$ cat src/rtl/led_trail_fader.sv
// Per-LED afterglow for the light-bar sequencer: each LED jumps to full brightness
// while lit, then fades linearly and drives its pin through a period-aligned PWM.
module led_trail_fader #(
    parameter int unsigned NUM_LEDS      = 10,
    parameter int unsigned PWM_BITS      = 8,
    parameter int unsigned DECAY_STEP    = 8,
    parameter int unsigned DECAY_PERIODS = 3000
) (
    input  logic                CLOCK_50,
    input  logic                reset,
    input  logic [NUM_LEDS-1:0] led_in,
    output logic [NUM_LEDS-1:0] LEDR
);

    localparam int unsigned FS     = (1 << PWM_BITS) - 1;
    localparam int unsigned DCNT_W = (DECAY_PERIODS > 1) ? $clog2(DECAY_PERIODS) : 1;

    localparam logic [PWM_BITS-1:0] FULL       = PWM_BITS'(FS);
    localparam logic [PWM_BITS-1:0] STEP       = PWM_BITS'(DECAY_STEP);
    localparam logic [PWM_BITS-1:0] PWM_LAST   = PWM_BITS'(FS - 1);
    localparam logic [DCNT_W-1:0]   DECAY_LAST = DCNT_W'(DECAY_PERIODS - 1);

    logic [NUM_LEDS-1:0] sync1;
    logic [NUM_LEDS-1:0] led_s;
    logic [PWM_BITS-1:0] pwm_cnt;
    logic [DCNT_W-1:0]   decay_cnt;
    logic [PWM_BITS-1:0] bright [NUM_LEDS];
    logic [PWM_BITS-1:0] duty   [NUM_LEDS];
    logic                wrap;
    logic                decay_tick;

    // Last PWM cycle of the period, and the wrap that closes a prescaler round.
    always_comb begin
        wrap       = (pwm_cnt == PWM_LAST);
        decay_tick = wrap && (decay_cnt == DECAY_LAST);
    end

    // Two-flop synchronizer for the slow-domain pattern.
    always_ff @(posedge CLOCK_50) begin
        if (reset) begin
            sync1 <= '0;
            led_s <= '0;
        end else begin
            sync1 <= led_in;
            led_s <= sync1;
        end
    end

    // Shared PWM period counter and decay prescaler.
    always_ff @(posedge CLOCK_50) begin
        if (reset) begin
            pwm_cnt   <= '0;
            decay_cnt <= '0;
        end else begin
            pwm_cnt <= wrap ? '0 : pwm_cnt + PWM_BITS'(1);
            if (wrap) begin
                decay_cnt <= decay_tick ? '0 : decay_cnt + DCNT_W'(1);
            end
        end
    end

    for (genvar i = 0; i < NUM_LEDS; i++) begin : g_led
        // Load wins over decay; decay saturates at zero.
        always_ff @(posedge CLOCK_50) begin
            if (reset) begin
                bright[i] <= '0;
            end else if (led_s[i]) begin
                bright[i] <= FULL;
            end else if (decay_tick) begin
                bright[i] <= (bright[i] > STEP) ? bright[i] - STEP : '0;
            end
        end

        // Duty only changes at the period boundary so no pulse is ever cut short.
        always_ff @(posedge CLOCK_50) begin
            if (reset) begin
                duty[i] <= '0;
                LEDR[i] <= 1'b0;
            end else begin
                if (wrap) begin
                    duty[i] <= bright[i];
                end
                LEDR[i] <= (pwm_cnt < duty[i]);
            end
        end
    end

endmodule

$ cat config.mk
export PLATFORM = sky130hd
export DESIGN_NAME = led_trail_fader
export DESIGN_NICKNAME = d
export VERILOG_FILES = /design/src/rtl/led_trail_fader.sv
export SDC_FILE = /design/constraint.sdc
export NUM_CORES = 1
export LEC_CHECK = 0
export ABC_CLOCK_PERIOD_IN_PS = 4350
export CAP_MARGIN = 20
export CORE_UTILIZATION = 60
export DETAILED_ROUTE_END_ITERATION = 10
export DONT_BUFFER_PORTS = 1
export HOLD_SLACK_MARGIN = 0.06
export PLACE_DENSITY = 0.72
export SYNTH_ARGS = -nofsm -noshare
export SYNTH_HDL_FRONTEND = slang
export SYNTH_SLANG_ARGS = --single-unit
$ cat constraint.sdc
create_clock -name CLOCK_50 -period 4.35 [get_ports CLOCK_50]
set_clock_uncertainty 0.1 [all_clocks]
set_input_delay 1.305 -clock CLOCK_50 [delete_from_list [all_inputs] [get_ports CLOCK_50]]
set_output_delay 1.305 -clock CLOCK_50 [all_outputs]
set_load 0.02 [all_outputs]
==> flow_metrics.py <==
metrics = {
    "cts": {
        "cts_buffers": 17,
        "postCtsSetupBuffers": 0,
        "cts_sinks": 170,
        "cts.repair.resized": 0,
        "cts.path.max_buffers": 2,
        "htreeDepth": 4,
        "cts_root_buf": "clkbuf_16",
        "cts_tree": "built",
        "hold_buffers": 0,
        "clk_pin_slew_ps": 60,
        "insertion_delay_ps": 420,
    },
    "timing": {
        "max_slew_margin": 0.4769,
        "finalSetupViolCount": 0,
        "hold_ws_ps": 338.4,
        "slew_violations": 0,
        "tns_ps": 0,
        "post-route-min-period_ps": 2993,
        "tightest_slew_ps": 784.7,
        "hold_violations": 0,
        "max_freq_mhz": 334.1,
        "finalCritPeriodShare": 0.6880,
        "rsz0062_at_grt": "no",
    },
    "critical_path": {
        "r2r_cells": 5,
        "crit_type": "flop to flop",
        "crit_chain": "nand4_1 > nor2_4 > buf_4 > nand2_1 > o21ai_0",
        "timing.rr.end": "bright[7][1]",
        "cpLargestDelayFamily": "simple AND/OR/NAND/NOR gates",
        "rr_startpoint": "pwm_cnt[5]",
        "start_kind": "flop",
        "cp_slowest_cell": "dfxtp_1",
        "max_stage_delay_ps": 760,
        "reg2reg_slack_ps": 1360,
        "cp_max_fo": 52,
        "path_buf_inv": 1,
        "critPathCaptureType": "flop",
        "cp.arrival_ps": 3000,
        "critPathRequiredTime_ps": 4350,
    },
    "yosys": {
        "synth-main-ff-cell": "edfxtp_1",
        "ys_seq_elements": 170,
        "ys_warn_count": 0,
        "ys_async_sr_fraction": 0,
        "ys_seq_area_frac": 0.5035,
        "syn_area_per_cell_sq_um": 10.45,
        "synth_cell_types": 40,
        "syn-num-nets": 970,
        "synth_edf_count": 120,
        "synthCells": 875,
        "synth_area_sq_mm": 0.009145,
    },
    "layout": {
        "num-nets-final": 960,
        "nFillCells": 1102,
        "fin_area_sq_mm": 0.009906,
        "drive_gt1_frac": 0.04897,
        "synthToLayoutAreaGrowth_pct": 8.319,
        "diodes": 0,
        "final_util": 0.6739,
    },
    "floorplan": {
        "core_sq_mm": 0.01470,
        "chipWidth_microns": 125.5,
        "pin_count": 22,
        "dieHeight_microns": 125.5,
        "row_count": 44,
        "dieArea_sq_mm": 0.01574,
        "initial_core_util": 0.6221,
    },
    "detailed_routing": {
        "drt_iter0_drc": 551,
        "routed_via_density": 5.892,
        "wire_per_inst_microns": 17.36,
        "routed_wl_microns": 18440,
        "ant_nets": 0,
        "drc": 0,
        "first_pass_iters": 6,
        "num_vias": 6257,
    },
    "place": {
        "place_area_sq_mm": 0.009291,
        "portBuffers": 0,
        "dp_hpwl_microns": 13200,
        "gp_congestion": 0.8786,
    },
    "pwr": {
        "leakagePower_uw": 0.004377,
        "worst_ir_drop_vdd_mv": 0.3137,
        "power.density_mw_per_mm2": 374.9,
    },
    "run": {
        "max_cap_viol_count": 0,
    },
    "global_route": {
        "track_usage": 0.2497,
        "grt_overflow": 0,
        "antenna_found_initial": 0,
        "grt_max_degree": 128,
        "grt_pass1_vias": 6149,
        "grt_pass1_wl_microns": 30660,
    },
    "min_path": {
        "min-delay-start": "sync1[2]",
        "min_path_type": "flop to flop",
        "whs_endpoint": "led_s[2]",
        "min_path_cells": 1,
    },
    "run_status": {
        "status": "completed",
    },
}
worst reg2reg max path: cells and delay by family (launching register included):
family / cells / cell delay [ps]
DFF: 1 / 760
and+or+nand+nor: 3 / 1080
AOI/OAI and AO/OA: 1 / 320
buffers and inverters: 1 / 430
cells in the final DEF, fill, tap and decap left out, drive strengths merged, types with 2 or more instances in the layout:
master    instances
and3              2
nand3             9
nor4             13
or3               2
nor3b            10
inv              92
a31oi            11
nand4            15
nor3             33
nand2b           11
and4              3
a41oi            40
buf               6
edfxtp          120
a21oi            15
or4b              2
dfxtp            50
nor2            107
bufinv            4
clkinv            2
o21ai            11
clkbuf           24
nor2b            30
a211o            20
and2             40
or2              10
clkinvlp          2
xor2             35
nand2            31
a21o             31
ha               83
xnor2             7
worst max path at each step:
stage / cells after the start / end / from
2_1_floorplan: 3 / duty[0][2] / reset
3_3_place_gp: 5 / duty[4][7] / pwm_cnt[1]
3_5_place_dp: 5 / bright[7][1] / pwm_cnt[2]
4_1_cts: 5 / bright[7][1] / pwm_cnt[5]
5_1_grt: 5 / bright[8][1] / pwm_cnt[5]
6_report: 5 / bright[7][1] / pwm_cnt[5]
registers in the layout (all words and copies together) (netlist names):
register / flops
bright: 60
duty: 60
decay_cnt: 12
LEDR: 10
led_s: 10
sync1: 10
pwm_cnt: 8
per-layer routing:
layer | routed length, microns | part of all wire | vias up | global-route usage
met3 | 724 | 0.039 | 18 | 0.03766
met1 | 9270 | 0.50 | 2993 | 0.3690
met5 | 0 | 0 | - | 0
met2 | 8228 | 0.45 | 165 | 0.3784
met4 | 211 | 0.011 | 0 | 0.07819
li1 | - | - | 3081 | -
power breakdown:
group	switching [uW]	total (uW)	internal, uW
Clock	579	1570	989
Combinational	143	256	114
Sequential	79.6	1890	1810
synthesized netlist by cell type (12+ instances only):
cell / n / area (sq um)
nor2_1: 107 / 401.6
nand4_1: 15 / 93.84
xor2_1: 35 / 306.5
dfxtp_1: 50 / 1001
nor4_1: 12 / 75.07
a41oi_1: 40 / 350.3
a211o_1: 20 / 175.2
nor2b_1: 30 / 187.7
a21o_1: 31 / 232.7
and2_1: 40 / 250.2
edfxtp_1: 120 / 3603
nand2_1: 31 / 116.4
ha_1: 83 / 1039
a21oi_1: 15 / 75.07
inv_1: 92 / 345.3
nor3_1: 33 / 165.2
clkbuf_1: 26 / 97.59
area by class of cell:
type | instances | area [sq um] | area share
clock inverter | 8 | 142.6 | 0.01440
timing repair buffer | 6 | 45.04 | 0.004547
inverter | 92 | 345.3 | 0.03486
sequential | 170 | 4604 | 0.4648
clock buffer | 24 | 471.7 | 0.04762
tap | 184 | 230.2 | 0.02324
multi-input combinational | 578 | 4066 | 0.4105
through the flow:
stage | total power (uW) | instances | worst slack [ps]
global route | 3841 | 1062 | 1161
floorplan | 2113 | 875 | 303.2
global placement | 2166 | 1030 | 1484
detailed placement | 2178 | 1030 | 1383
CTS | 3737 | 1062 | 1369
finish | 3714 | 1062 | 1357
kinds of logic (layout without fill, tap and decap cells):
kind of cell	Yosys count	after routing	synth area share
AO/OA/AOI/OAI	131	131	0.1073
XOR/XNOR	42	42	0.04022
adder cells (fa/ha/maj)	83	83	0.1136
buffers and inverters	127	130	0.05295
flip-flops	170	170	0.5035
AND/OR/NAND/NOR	322	322	0.1825
Power figures use the tool's default switching activity.
